**config.mk**
```make
export PLATFORM = sky130hd
export DESIGN_NAME = serial_alu_sequencer
export DESIGN_NICKNAME = d
export VERILOG_FILES = /design/src/rtl/serial_alu_sequencer_pkg.sv /design/src/rtl/serial_alu_sequencer_alu_1_bit.sv /design/src/rtl/serial_alu_sequencer.sv
export SDC_FILE = /design/constraint.sdc
export NUM_CORES = 1
export LEC_CHECK = 0
export CAP_MARGIN = 20
export CORE_ASPECT_RATIO = 0.75
export CORE_MARGIN = 2
export CORE_UTILIZATION = 40
export CTS_CLUSTER_SIZE = 20
export DETAILED_ROUTE_END_ITERATION = 8
export GPL_TIMING_DRIVEN = 1
export PLACE_DENSITY = 0.69
export REMOVE_ABC_BUFFERS = 1
export SYNTH_ARGS = -nofsm -noshare
export SYNTH_HDL_FRONTEND = slang
export SYNTH_HIERARCHICAL = 1
export SYNTH_SLANG_ARGS = --single-unit
```
**constraint.sdc**
```tcl
create_clock -name clk -period 5.6 [get_ports clk]
set_input_delay 1.12 -clock clk [delete_from_list [all_inputs] [get_ports clk]]
set_output_delay 1.12 -clock clk [all_outputs]
set_load 0.05 [all_outputs]
```
**src/rtl/serial_alu_sequencer_pkg.sv**
```systemverilog
// Shared ALU operation codes and sequencer state encoding for the serial ALU,
// its 1-bit slice and benches.
package serial_alu_sequencer_pkg;

  localparam logic [3:0] ALU_AND = 4'b0000;
  localparam logic [3:0] ALU_OR  = 4'b0001;
  localparam logic [3:0] ALU_ADD = 4'b0010;
  localparam logic [3:0] ALU_SUB = 4'b0110;
  localparam logic [3:0] ALU_NOR = 4'b1100;

  typedef enum logic [1:0] {
    S_IDLE = 2'd0,
    S_RUN  = 2'd1,
    S_DONE = 2'd2
  } state_t;

  function automatic logic op_is_arith(input logic [3:0] op);
    return (op == ALU_ADD) || (op == ALU_SUB);
  endfunction

endpackage

```
**src/rtl/serial_alu_sequencer_alu_1_bit.sv**
```systemverilog
// One-bit ALU slice: AND/OR/ADD/SUB/NOR on a single bit with carry in/out.
// SUB inverts b; the caller supplies CarryIn=1 on the LSB to complete two's complement.
module ALU_1_bit
  import serial_alu_sequencer_pkg::*;
(
  input  logic       a,
  input  logic       b,
  input  logic       CarryIn,
  input  logic [3:0] ALUOp,
  output logic       Result,
  output logic       CarryOut
);

  logic b_eff;

  always_comb begin
    Result   = 1'b0;
    CarryOut = 1'b0;
    b_eff    = (ALUOp == ALU_SUB) ? ~b : b;
    case (ALUOp)
      ALU_AND: Result = a & b;
      ALU_OR:  Result = a | b;
      ALU_NOR: Result = ~(a | b);
      ALU_ADD,
      ALU_SUB: begin
        Result   = a ^ b_eff ^ CarryIn;
        CarryOut = (a & b_eff) | (a & CarryIn) | (b_eff & CarryIn);
      end
      default: begin
        Result   = 1'b0;
        CarryOut = 1'b0;
      end
    endcase
  end

endmodule

```
**src/rtl/serial_alu_sequencer.sv**
```systemverilog
// Word-level multi-cycle ALU: feeds one ALU_1_bit slice LSB-first for WIDTH
// cycles, then presents Result and Zero/CarryOut/Overflow with a Done pulse.
module serial_alu_sequencer
  import serial_alu_sequencer_pkg::*;
#(
  parameter int WIDTH = 32
) (
  input  logic             clk,
  input  logic             rst_n,
  input  logic             Start,
  input  logic [3:0]       ALUOp,
  input  logic [WIDTH-1:0] A,
  input  logic [WIDTH-1:0] B,
  output logic             Busy,
  output logic             Done,
  output logic [WIDTH-1:0] Result,
  output logic             Zero,
  output logic             CarryOut,
  output logic             Overflow
);

  localparam int CW = $clog2(WIDTH) + 1;
  localparam logic [CW-1:0] LAST = CW'(WIDTH - 1);

  function automatic logic op_supported(input logic [3:0] op);
    return (op == ALU_AND) || (op == ALU_OR) || (op == ALU_ADD) ||
           (op == ALU_SUB) || (op == ALU_NOR);
  endfunction

  state_t           state_q, state_d;
  logic [WIDTH-1:0] a_sh_q, a_sh_d;
  logic [WIDTH-1:0] b_sh_q, b_sh_d;
  logic [WIDTH-2:0] res_sh_q, res_sh_d;
  logic [3:0]       op_q, op_d;
  logic             carry_q, carry_d;
  logic [CW-1:0]    cnt_q, cnt_d;
  logic [WIDTH-1:0] result_q, result_d;
  logic             zero_q, zero_d;
  logic             cout_q, cout_d;
  logic             ovf_q, ovf_d;

  logic             slice_res, slice_cout;
  logic             accept;
  logic [WIDTH-1:0] fin_word;

  ALU_1_bit u_slice (
    .a        (a_sh_q[0]),
    .b        (b_sh_q[0]),
    .CarryIn  (carry_q),
    .ALUOp    (op_q),
    .Result   (slice_res),
    .CarryOut (slice_cout)
  );

  // Bits collected so far plus the bit the slice is producing this cycle.
  assign fin_word = {slice_res, res_sh_q};

  // A request in the Done cycle is taken on the edge Done drops, giving one op per WIDTH+1 cycles.
  assign accept = Start && (state_q != S_RUN);

  always_comb begin
    state_d  = state_q;
    a_sh_d   = a_sh_q;
    b_sh_d   = b_sh_q;
    res_sh_d = res_sh_q;
    op_d     = op_q;
    carry_d  = carry_q;
    cnt_d    = cnt_q;
    result_d = result_q;
    zero_d   = zero_q;
    cout_d   = cout_q;
    ovf_d    = ovf_q;

    case (state_q)
      S_IDLE: begin
        if (accept) state_d = S_RUN;
      end
      S_RUN: begin
        a_sh_d   = a_sh_q >> 1;
        b_sh_d   = b_sh_q >> 1;
        res_sh_d = (WIDTH-1)'(fin_word >> 1);
        carry_d  = slice_cout;
        cnt_d    = cnt_q + CW'(1);
        if (cnt_q == LAST) begin
          state_d = S_DONE;
          // carry_q is the carry into the MSB here; slice_cout is the carry out of it.
          if (op_supported(op_q)) begin
            result_d = fin_word;
            zero_d   = ~|fin_word;
            cout_d   = op_is_arith(op_q) & slice_cout;
            ovf_d    = op_is_arith(op_q) & (carry_q ^ slice_cout);
          end else begin
            result_d = '0;
            zero_d   = 1'b1;
            cout_d   = 1'b0;
            ovf_d    = 1'b0;
          end
        end
      end
      S_DONE: begin
        state_d = accept ? S_RUN : S_IDLE;
      end
      default: state_d = S_IDLE;
    endcase

    if (accept) begin
      a_sh_d  = A;
      b_sh_d  = B;
      op_d    = ALUOp;
      carry_d = (ALUOp == ALU_SUB);
      cnt_d   = '0;
    end
  end

  always_ff @(posedge clk or negedge rst_n) begin
    if (!rst_n) begin
      state_q  <= S_IDLE;
      a_sh_q   <= '0;
      b_sh_q   <= '0;
      res_sh_q <= '0;
      op_q     <= '0;
      carry_q  <= 1'b0;
      cnt_q    <= '0;
      result_q <= '0;
      zero_q   <= 1'b0;
      cout_q   <= 1'b0;
      ovf_q    <= 1'b0;
    end else begin
      state_q  <= state_d;
      a_sh_q   <= a_sh_d;
      b_sh_q   <= b_sh_d;
      res_sh_q <= res_sh_d;
      op_q     <= op_d;
      carry_q  <= carry_d;
      cnt_q    <= cnt_d;
      result_q <= result_d;
      zero_q   <= zero_d;
      cout_q   <= cout_d;
      ovf_q    <= ovf_d;
    end
  end

  assign Busy     = (state_q != S_IDLE);
  assign Done     = (state_q == S_DONE);
  assign Result   = result_q;
  assign Zero     = zero_q;
  assign CarryOut = cout_q;
  assign Overflow = ovf_q;

endmodule

```
==> results of run 1 <==
per-stage QoR:
stage	instances	total power, mW	instance area, sq um	hold WS [ns]
global route	884	3.56	7910	0.504
floorplan	535	1.92	5910	0.449
detailed placement	852	2.17	7280	0.465
global placement	852	2.11	7280	0.455
CTS	884	3.38	7910	0.476
finish	884	3.35	7910	0.474
state kept, by name, indices dropped and copies added (netlist names):
name	cells
Result	32
a_sh_q	32
b_sh_q	32
res_sh_q	31
cnt_q	6
op_q	4
state_q	2
CarryOut	1
Overflow	1
Zero	1
carry_q	1
report_power, final:
| part | leakage, nW | internal, mW | switching, mW |
|---|---|---|---|
| sequential | 1.72 | 1.32 | 0.241 |
| combinational | 1.57 | 0.264 | 0.320 |
| clock | 0.309 | 0.731 | 0.471 |
| total | 3.61 | 2.32 | 1.03 |
placed cells by master, fill, tap and decap left out, types with 2 or more instances in the layout:
cell type,synthesis,routed
nand4_1,3,3
o21ai_0,71,71
clkbuf_16,0,17
clkdlybuf4s50_1,0,105
mux2_2,4,4
inv_6,0,6
nand3_1,3,3
xnor2_1,2,2
a22o_1,32,32
inv_1,2,2
inv_8,0,3
nor2_1,9,9
a31oi_1,2,2
dfrtp_1,143,143
mux2i_1,64,64
nor4_1,9,9
or2_2,2,2
buf_4,0,6
bufinv_16,0,3
nand2_1,167,167
final cells by class:
cell class	instances	area [sq um]
clock buffers	18	439
multi-input cells	390	2330
fillers	1288	7170
well taps	205	256
flip-flops and latches	143	3580
clock inverters	14	193
inverters	2	7.51
repair buffers	112	1110
cell families (layout without fill, tap and decap cells):
logic type | count (synthesis) | after routing
and+or+nand+nor | 203 | 203
DFF | 143 | 143
AOI/OAI and AO/OA | 114 | 114
muxes | 68 | 68
buffers and inverters | 39 | 146
xor gates and xnor gates | 3 | 3
adders and majority gates | 2 | 2
worst min-delay path by stage:
stage                            from                endpoint  slack (ns)  cells past startpoint
2_1_floorplan   a_sh_q[1]$_DFFE_PN0P_   a_sh_q[0]$_DFFE_PN0P_        0.45                      2
4_1_cts        a_sh_q[20]$_DFFE_PN0P_  a_sh_q[19]$_DFFE_PN0P_        0.48                      2
6_report       a_sh_q[20]$_DFFE_PN0P_  a_sh_q[19]$_DFFE_PN0P_        0.47                      2
3_3_place_gp   a_sh_q[15]$_DFFE_PN0P_  a_sh_q[14]$_DFFE_PN0P_        0.46                      2
3_5_place_dp    b_sh_q[3]$_DFFE_PN0P_   b_sh_q[2]$_DFFE_PN0P_        0.47                      2
5_1_grt        a_sh_q[20]$_DFFE_PN0P_  a_sh_q[19]$_DFFE_PN0P_        0.50                      2
per-layer routing:
metal | routed length (microns) | part of all wire
met3 | 838 | 0.066
met1 | 6120 | 0.48
met5 | 0 | 0
met4 | 107 | 0.0084
met2 | 5680 | 0.45
worst min-delay path: cells and delay by family (launching register included):
family	cells	cell delay (ns)
simple gates	1	0.04
flops	1	0.34
compound gates	1	0.06
==> run summary, run 1 <==
Leakage - 3.61 nW
Period utilisation layout - 0.534
CP delay by family, top - buffers and inverters
CP startpoint kind - flip-flop
Register bit count reported by yosys - 143
Sink Count - 143
Synth top area share - 0.586
Final nets - 739
Syn_area_per_cell - 10.7 sq um
Drt pass-1 iters - 5
R2r setup slk - 2.81 ns
All-Layer GR Usage - 0.167
Slew at the pin closest to its max-slew limit - 0.943 ns
Slew HR - 0.371
Number of cells on the critical path - 2
CP Capture Type - output port
Crit-path max FO - 5
Worst-path cell chain - or2_2, clkdlybuf4s50_1
Worst EP required - 4.48 ns
Routing usage on met2 - 0.253
Met1 track demand over resource - 0.227
Unrepaired setup endpoints after global routing - false
Ys flop type - dfrtp_1
First-pass GRT wire length - 21.6 mm
Fmax - 335 MHz
Crit path capture - Busy
Fin Clk Skew - 0.0114 ns
Seq/Total Area, Yosys - 0.586
CTS Buffer Depth - 2
Adder-cell area share of the yosys netlist - 0.00533
Place WS - 2.84 ns
Status - complete, no violations
Post-synthesis mux area share - 0.112
Routed Antenna Nets - 0
GR peak layer - met2
Pwr dens - 423 nW/um^2
Worst hold path class - flip-flop to flip-flop
Warnings from Yosys - 6
Routed len/inst - 14.4 microns
Setup_tns - 0 ns
Hpwl dp - 8.36 mm
CTS root buf - clkbuf_16
Most frequent cell after synthesis - nand2_1
Crit Path Class - flip-flop to output port
Main combinational cell family by area after synthesis - simple AND/OR/NAND/NOR gates
Via count - 4399
Synth area leaders - dfrtp_1 59%, mux2i_1 10%, nand2_1 10%, o21ai_0 5.8%, a22o_1 4.6%
Max cap viols - 0
Setup Viol. Count Final - 0
I/O pin total - 108
Port-buffer cells - 107
GP Congestion - 0.743
Die X - 147 microns
Vias in the first global route - 4274
XOR/XNOR Fraction of Synth Area - 0.00430
Synth Area in Compound Gates - 0.121
Reg2reg path depth - 5
Largest net degree at the start of global routing - 108
CTS Hold Bufs - 0
Die Area - 16300 sq um
CP bufs+invs - 1
Proportion of layout cells with a drive suffix above 1 - 0.0766
Post-synth EDFFs - 0
Via density - 4.98
Cells after Synth - 572
Crit path arrival time - 1.87 ns
Max incr delay on CP - 0.70 ns
Worst flop-to-flop path startpoint - state_q[1]$_DFFE_PN0P_
Met3 Usage GRT - 0.0621
Inserted Diodes - 0
Initial drt markers - 194
Cell variety after synth - 38
Post-cts gate resize count - 0
Maximum VDD drop - 0.206 mV
Global route total overflow - 0
Num rows - 39
Async SR Flop Fraction - 1.00
Final worst setup slack - 2.61 ns
Setup bufs post-CTS - 0
Fin. Hold Viols - 0
Slowest CP cell - clkdlybuf4s50_1
Min Tclk post-route - 2.99 ns
Starting Density - 0.405
Number of remaining DRC errors - 0
Leading area contributor after synthesis - dfrtp_1
Reg clk slew, reported paths - 0.06 ns
Final design utilization - 0.525
Simple-gate share of the synthesized area - 0.138
Initial antenna violation count - 0
Core area - 15100 sq um
Layout area overhead - 29.6%
CTS Buf Count - 17
Commonest cells post-synth - 167 x nand2_1, 143 x dfrtp_1, 71 x o21ai_0
CTS tree - built
Final slew viol count - 0
Mapped Area - 6100 sq um
Final WL - 12.8 mm
Reg-to-Reg End - Result[29]$_DFFE_PN0P_
H-tree depth - 4
Die Y - 111 microns
Critical path origin - state_q[0]$_DFFE_PN0P_
Clk Latency, worst-skew pair - 0.42 ns
Power figures use the tool's default switching activity.
==> run 2, diff against run 1 <==
==> constraint.sdc (replaced) <==
create_clock -name clk -period 2.8 [get_ports clk]
set_input_delay 0.56 -clock clk [delete_from_list [all_inputs] [get_ports clk]]
set_output_delay 0.56 -clock clk [all_outputs]
set_load 0.05 [all_outputs]
==> run 2 against run 1 <==
Utilization grew 0.85 points. Count of clock-buffer cells in the layout decreased by 1. Highest routed layer unchanged. Largest power group unchanged. Clock power up 89%.
==> run summary, run 2 (synthesis gave the netlist of run 1 again) <==
CP bufs+invs - 0 (-1)
CTS tree - built
Fin. Hold Viols - 0 (unchanged)
Setup_tns - 0 ns (unchanged)
Fin area - 8040 sq um (+1.6%)
Maximum VDD drop - 0.444 mV (+120%)
Hpwl dp - 8.47 mm (+1.3%)
CTS Buffer Depth - 2 (unchanged)
Routed len/inst - 14.7 microns (+1.9%)
Inserted Diodes - 0 (unchanged)
CP startpoint kind - flip-flop
Max cap viols - 0 (unchanged)
Max incr delay on CP - 0.48 ns (-0.22 ns)
Initial antenna violation count - 0 (unchanged)
Port-buffer cells - 107 (unchanged)
Drt pass-1 iters - 4 (-1)
Min Tclk post-route - 2.70 ns
Worst hold path class - input port to asynchronous set/reset pin
I/O pin total - 108 (unchanged)
Core area - 15100 sq um (unchanged)
DP Area - 7350 sq um (+1.0%)
H-tree depth - 4 (unchanged)
Layout area overhead - 31.7%
Commonest non-fill, non-tap cell in the layout - nand2_1
Fin Clk Skew - 0.0163 ns (+0.00489 ns)
Number of remaining DRC errors - 0 (unchanged)
Pwr dens - 831 nW/um^2 (+96%)
Vias in the first global route - 4225 (-1.1%)
Final WL - 13.1 mm (+2.7%)
Setup Viol. Count Final - 0 (unchanged)
Worst EP required - 3.14 ns (-1.34 ns)
Cells after DPL - 855 (+0.35%)
First-pass GRT wire length - 21.7 mm (+0.45%)
CTS Buf Count - 17 (unchanged)
Leakage - 3.67 nW (+1.8%)
CP Capture Type - flip-flop
Crit-path max FO - 5 (unchanged)
Final nets - 746 (+0.95%)
Crit path arrival time - 3.04 ns (+1.17 ns)
Period utilisation layout - 0.965
Slew HR - 0.551 (+0.180)
Proportion of layout cells with a drive suffix above 1 - 0.0962 (+0.0196)
Die Y - 111 microns (unchanged)
R2r setup slk - 0.1 ns (-2.71 ns)
CP delay by family, top - simple AND/OR/NAND/NOR gates
Die X - 147 microns (unchanged)
Fmax - 370 MHz
Routed Antenna Nets - 0 (unchanged)
Worst-path cell chain - nor3b_4, nand2_2, xnor2_2, fa_1, a32oi_2, o41ai_4, nor4_2, nand4_1, or2_4, a2bb2oi_1
Initial drt markers - 203 (+4.6%)
Via density - 4.95 (-0.58%)
Most frequent cells in the layout - 166 x nand2_1, 140 x dfrtp_1, 105 x clkdlybuf4s50_1
Largest net degree at the start of global routing - 91 (-16%)
Slew at the pin closest to its max-slew limit - 0.674 ns (-0.269 ns)
Slowest CP cell - fa_1
Reg clk slew, reported paths - 0.07 ns (about the same)
Via count - 4408 (+0.20%)
Die Area - 16300 sq um (unchanged)
Sink Count - 143 (unchanged)
Total power - 6.68 mW (+100%)
Num rows - 39 (unchanged)
Finished Layout Cells - 891 (+0.79%)
Global route total overflow - 0 (unchanged)
Clk Latency, worst-skew pair - 0.42 ns (about the same)
CTS root buf - clkbuf_16
GP Congestion - 0.800 (+7.7%)
Status - complete, no violations
All-Layer GR Usage - 0.166 (-0.00113)
Starting Density - 0.405 (unchanged)
Crit Path Class - flip-flop to flip-flop
CTS Hold Bufs - 0 (unchanged)
Final slew viol count - 0 (unchanged)
[run 2: changes by cell type in the layout (fill, tap and decap cells not counted), sizes merged]
cell      change
buf           +7
bufinv        -3
clkinv        +6
clkbuf        -1
clkinvlp      -1
inv           -1
[run 2: routing by layer]
metal | wire length [microns] | track usage | up-vias
met3 | 779 | 0.0556 | 4
met1 | 6370 | 0.236 | 2129
met5 | 0 | 0 | -
met2 | 5920 | 0.248 | 107
met4 | 26 | 0.0369 | 0
li1 | - | - | 2168
[run 2: where the power goes]
part	leakage, nW	total, mW	switching [mW]	internal, mW
clock	0.298	2.27	1.05	1.22
sequential	1.72	3.13	0.485	2.65
combinational	1.65	1.28	0.689	0.594
[run 2: final timing paths]
path	from	to	depth (start not counted)
setup / recovery	op_q[3]$_DFFE_PN0P_	Zero$_DFFE_PN0P_	10
hold / removal	rst_n	b_sh_q[3]$_DFFE_PN0P_	1
setup reg to reg	op_q[3]$_DFFE_PN0P_	Zero$_DFFE_PN0P_	10
hold reg to reg	b_sh_q[6]$_DFFE_PN0P_	b_sh_q[5]$_DFFE_PN0P_	2
max in group asynchronous	rst_n	state_q[1]$_DFFE_PN0P_	2
min in group clk	b_sh_q[6]$_DFFE_PN0P_	b_sh_q[5]$_DFFE_PN0P_	2
[run 2: final cells by class]
class	count	area, sq um
multi-input combinational	390	2370
tap	205	256
timing repair buffer	119	1210
clock inverter	15	184
sequential	143	3580
inverter	2	7.51
clock buffer	17	425
fill	1287	7040
[run 2: stage by stage]
| step | util | hold WS (ns) | setup slack, ns |
|---|---|---|---|
| after detailed placement | 0.488 | 0.464 | 0.139 |
| after global routing | 0.533 | 0.143 | -0.0751 |
| final | 0.533 | 0.103 | 0.0981 |
| after CTS | 0.528 | 0.112 | 0.116 |
| after floorplan | - | 0.264 | -3.26 |
| after global placement | 0.488 | 0.460 | 0.273 |
[run 2: worst register-to-register path, cell delays in order, from the launching register on]
cell       delay [ns]
dfrtp_2          0.47
nor3b_4          0.26
nand2_2          0.10
xnor2_2          0.22
fa_1             0.48
a32oi_2          0.26
o41ai_4          0.15
nor4_2           0.23
nand4_1          0.12
or2_4            0.24
a2bb2oi_1        0.11
[run 2: repair_timing]
action / 4_1_cts / 5_1_grt
gates resized for setup: 0 / 10
setup endpoints to repair: 0 / 1
setup buffers: 0 / 4
==> run 3, diff against run 2 <==
--- a/config.mk
+++ b/config.mk
@@ -9,6 +9,7 @@
 export CORE_ASPECT_RATIO = 0.75
 export CORE_MARGIN = 2
 export CORE_UTILIZATION = 40
+export CTS_BUF_LIST = sky130_fd_sc_hd__clkbuf_4 sky130_fd_sc_hd__clkbuf_8
 export CTS_CLUSTER_SIZE = 20
 export DETAILED_ROUTE_END_ITERATION = 8
 export GPL_TIMING_DRIVEN = 1
==> run 3 against run 2 <==
Via count decreased by 0.20%. Critical path type unchanged. Global-route usage decreased by 0.20 points. Critical path depth unchanged. Non-clock buffer count decreased by 4.
==> run summary, run 3 (synthesis gave the netlist of run 1 again) <==
Die Area - 16300 sq um (unchanged)
GP Congestion - 0.800 (unchanged)
CP Capture Type - flip-flop
Status - complete, no violations
Initial antenna violation count - 0 (unchanged)
Slew HR - 0.556 (+0.00498)
Final nets - 742 (-0.54%)
Global route total overflow - 0 (unchanged)
Cells after DPL - 855 (unchanged)
# fillers - 1313 (+2.0%)
CTS Buffer Depth - 2 (unchanged)
Finished Layout Cells - 887 (-0.45%)
Commonest non-fill, non-tap cell in the layout - nand2_1
Routed Antenna Nets - 0 (unchanged)
Number of remaining DRC errors - 0 (unchanged)
Max incr delay on CP - 0.48 ns (about the same)
CTS Buf Count - 17 (unchanged)
Hpwl dp - 8.47 mm (unchanged)
Worst EP required - 3.17 ns (+0.03 ns)
Most frequent cells in the layout - 167 x nand2_1, 140 x dfrtp_1, 105 x clkdlybuf4s50_1
Port-buffer cells - 107 (unchanged)
Crit path arrival time - 2.95 ns (-0.09 ns)
Routed len/inst - 14.5 microns (-1.4%)
Initial drt markers - 220 (+8.4%)
Worst hold path class - input port to asynchronous set/reset pin
Crit Path Class - flip-flop to flip-flop
Via density - 4.96 (+0.25%)
All-Layer GR Usage - 0.164 (-0.00200)
Final slew viol count - 0 (unchanged)
Min Tclk post-route - 2.58 ns (-0.121 ns)
Maximum VDD drop - 0.398 mV (-10%)
Max cap viols - 0 (unchanged)
Starting Density - 0.405 (unchanged)
Worst hold margin - 0.0816 ns (-0.0216 ns)
Drt pass-1 iters - 4 (unchanged)
Worst-path cell chain - nor3b_4, nand2_1, xnor2_2, fa_1, a32oi_1, o41ai_2, nor4_1, nand4_1, or2_2, a2bb2oi_1
Slowest CP cell - dfrtp_2
Reg clk slew, reported paths - 0.11 ns (+0.04 ns)
Total power - 5.99 mW (-10%)
Die Y - 111 microns (unchanged)
Die X - 147 microns (unchanged)
CP startpoint kind - flip-flop
Final design utilization - 0.516 (-0.0167)
I/O pin total - 108 (unchanged)
Fmax - 388 MHz (+4.7%)
H-tree depth - 4 (unchanged)
Sink Count - 143 (unchanged)
Setup bufs post-CTS - 0 (unchanged)
First-pass GRT wire length - 21.4 mm (-1.4%)
Unrepaired setup endpoints after global routing - false
Final WL - 12.9 mm (-1.8%)
Proportion of layout cells with a drive suffix above 1 - 0.0865 (-0.00970)
CTS root buf - clkbuf_8
Clk Latency, worst-skew pair - 0.44 ns (+0.02 ns)
Layout area overhead - 27.6%
Register Area - 3580 sq um (unchanged)
Period utilisation layout - 0.922 (-0.0434)
Via count - 4399 (-0.20%)
Fin Clk Skew - 0.0188 ns (+0.00254 ns)
Num rows - 39 (unchanged)
Setup Viol. Count Final - 0 (unchanged)
Inserted Diodes - 0 (unchanged)
Pwr dens - 769 nW/um^2 (-7.4%)
Area of the multi-input gates - 2340 sq um (-1.3%)
Slew at the pin closest to its max-slew limit - 0.666 ns (-0.00748 ns)
Vias in the first global route - 4179 (-1.1%)
Largest net degree at the start of global routing - 91 (unchanged)
Crit-path max FO - 7 (+2)
Fin. Hold Viols - 0 (unchanged)
CTS tree - built
Core area - 15100 sq um (unchanged)
Leakage - 3.55 nW (-3.3%)
run 3: per-stage QoR:
stage / setup TNS (ns) / setup slack [ns] / area, sq um
final: 0 / 0.220 / 7790
after global routing: 0 / 0.00818 / 7790
after CTS: 0 / 0.111 / 7770
after detailed placement: 0 / 0.139 / 7350
after global placement: 0 / 0.273 / 7350
after floorplan: -293.98 / -3.26 / 5910
run 3: cell type report:
type	instances	share of cell area
Clock buffer	17	0.0300
Clock inverter	15	0.0236
Inverter	2	0.000964
Multi-Input combinational cell	390	0.301
Sequential cell	143	0.460
Tap cell	205	0.0329
Timing Repair Buffer	115	0.152
run 3: what timing repair did:
| item | in CTS | in global routing |
|---|---|---|
| endpoints found under the setup margin | 0 | 1 |
| hold buffers | 0 | 0 |
| gates resized for setup | 0 | 5 |
run 3: routing by layer:
metal / wire length (microns) / up-vias / GRT usage
met4: 33 / 0 / 0.0311
met3: 795 / 4 / 0.0584
met2: 5750 / 112 / 0.244
met1: 6280 / 2123 / 0.233
li1: - / 2160 / -
met5: 0 / - / 0
run 3: critical path, delay by kind of cell, from the launching register on:
kind                       cells  cell delay (ns)
adders and majority gates      1             0.46
AOI/OAI and AO/OA              3             0.47
xor gates and xnor gates       1             0.17
and+or+nand+nor                5             0.94
DFF                            1             0.48
run 3: power breakdown:
group	switching, mW	total, mW	internal (mW)
Clock	0.974	1.67	0.693
Sequential	0.480	3.12	2.64
Combinational	0.651	1.20	0.552
Total	2.10	5.99	3.89
run 3: path summary, 6_finish.rpt:
| kind | start | end | slack [ns] | cells past startpoint |
|---|---|---|---|---|
| max in group asynchronous | rst_n | res_sh_q[7]$_DFFE_PN0P_ | 1.91 | 2 |
| hold / removal | rst_n | Result[19]$_DFFE_PN0P_ | 0.08 | 1 |
| hold reg to reg | b_sh_q[6]$_DFFE_PN0P_ | b_sh_q[5]$_DFFE_PN0P_ | 0.48 | 2 |
| setup reg to reg | op_q[3]$_DFFE_PN0P_ | Zero$_DFFE_PN0P_ | 0.22 | 10 |
| setup / recovery | op_q[3]$_DFFE_PN0P_ | Zero$_DFFE_PN0P_ | 0.22 | 10 |
| min in group clk | b_sh_q[6]$_DFFE_PN0P_ | b_sh_q[5]$_DFFE_PN0P_ | 0.48 | 2 |
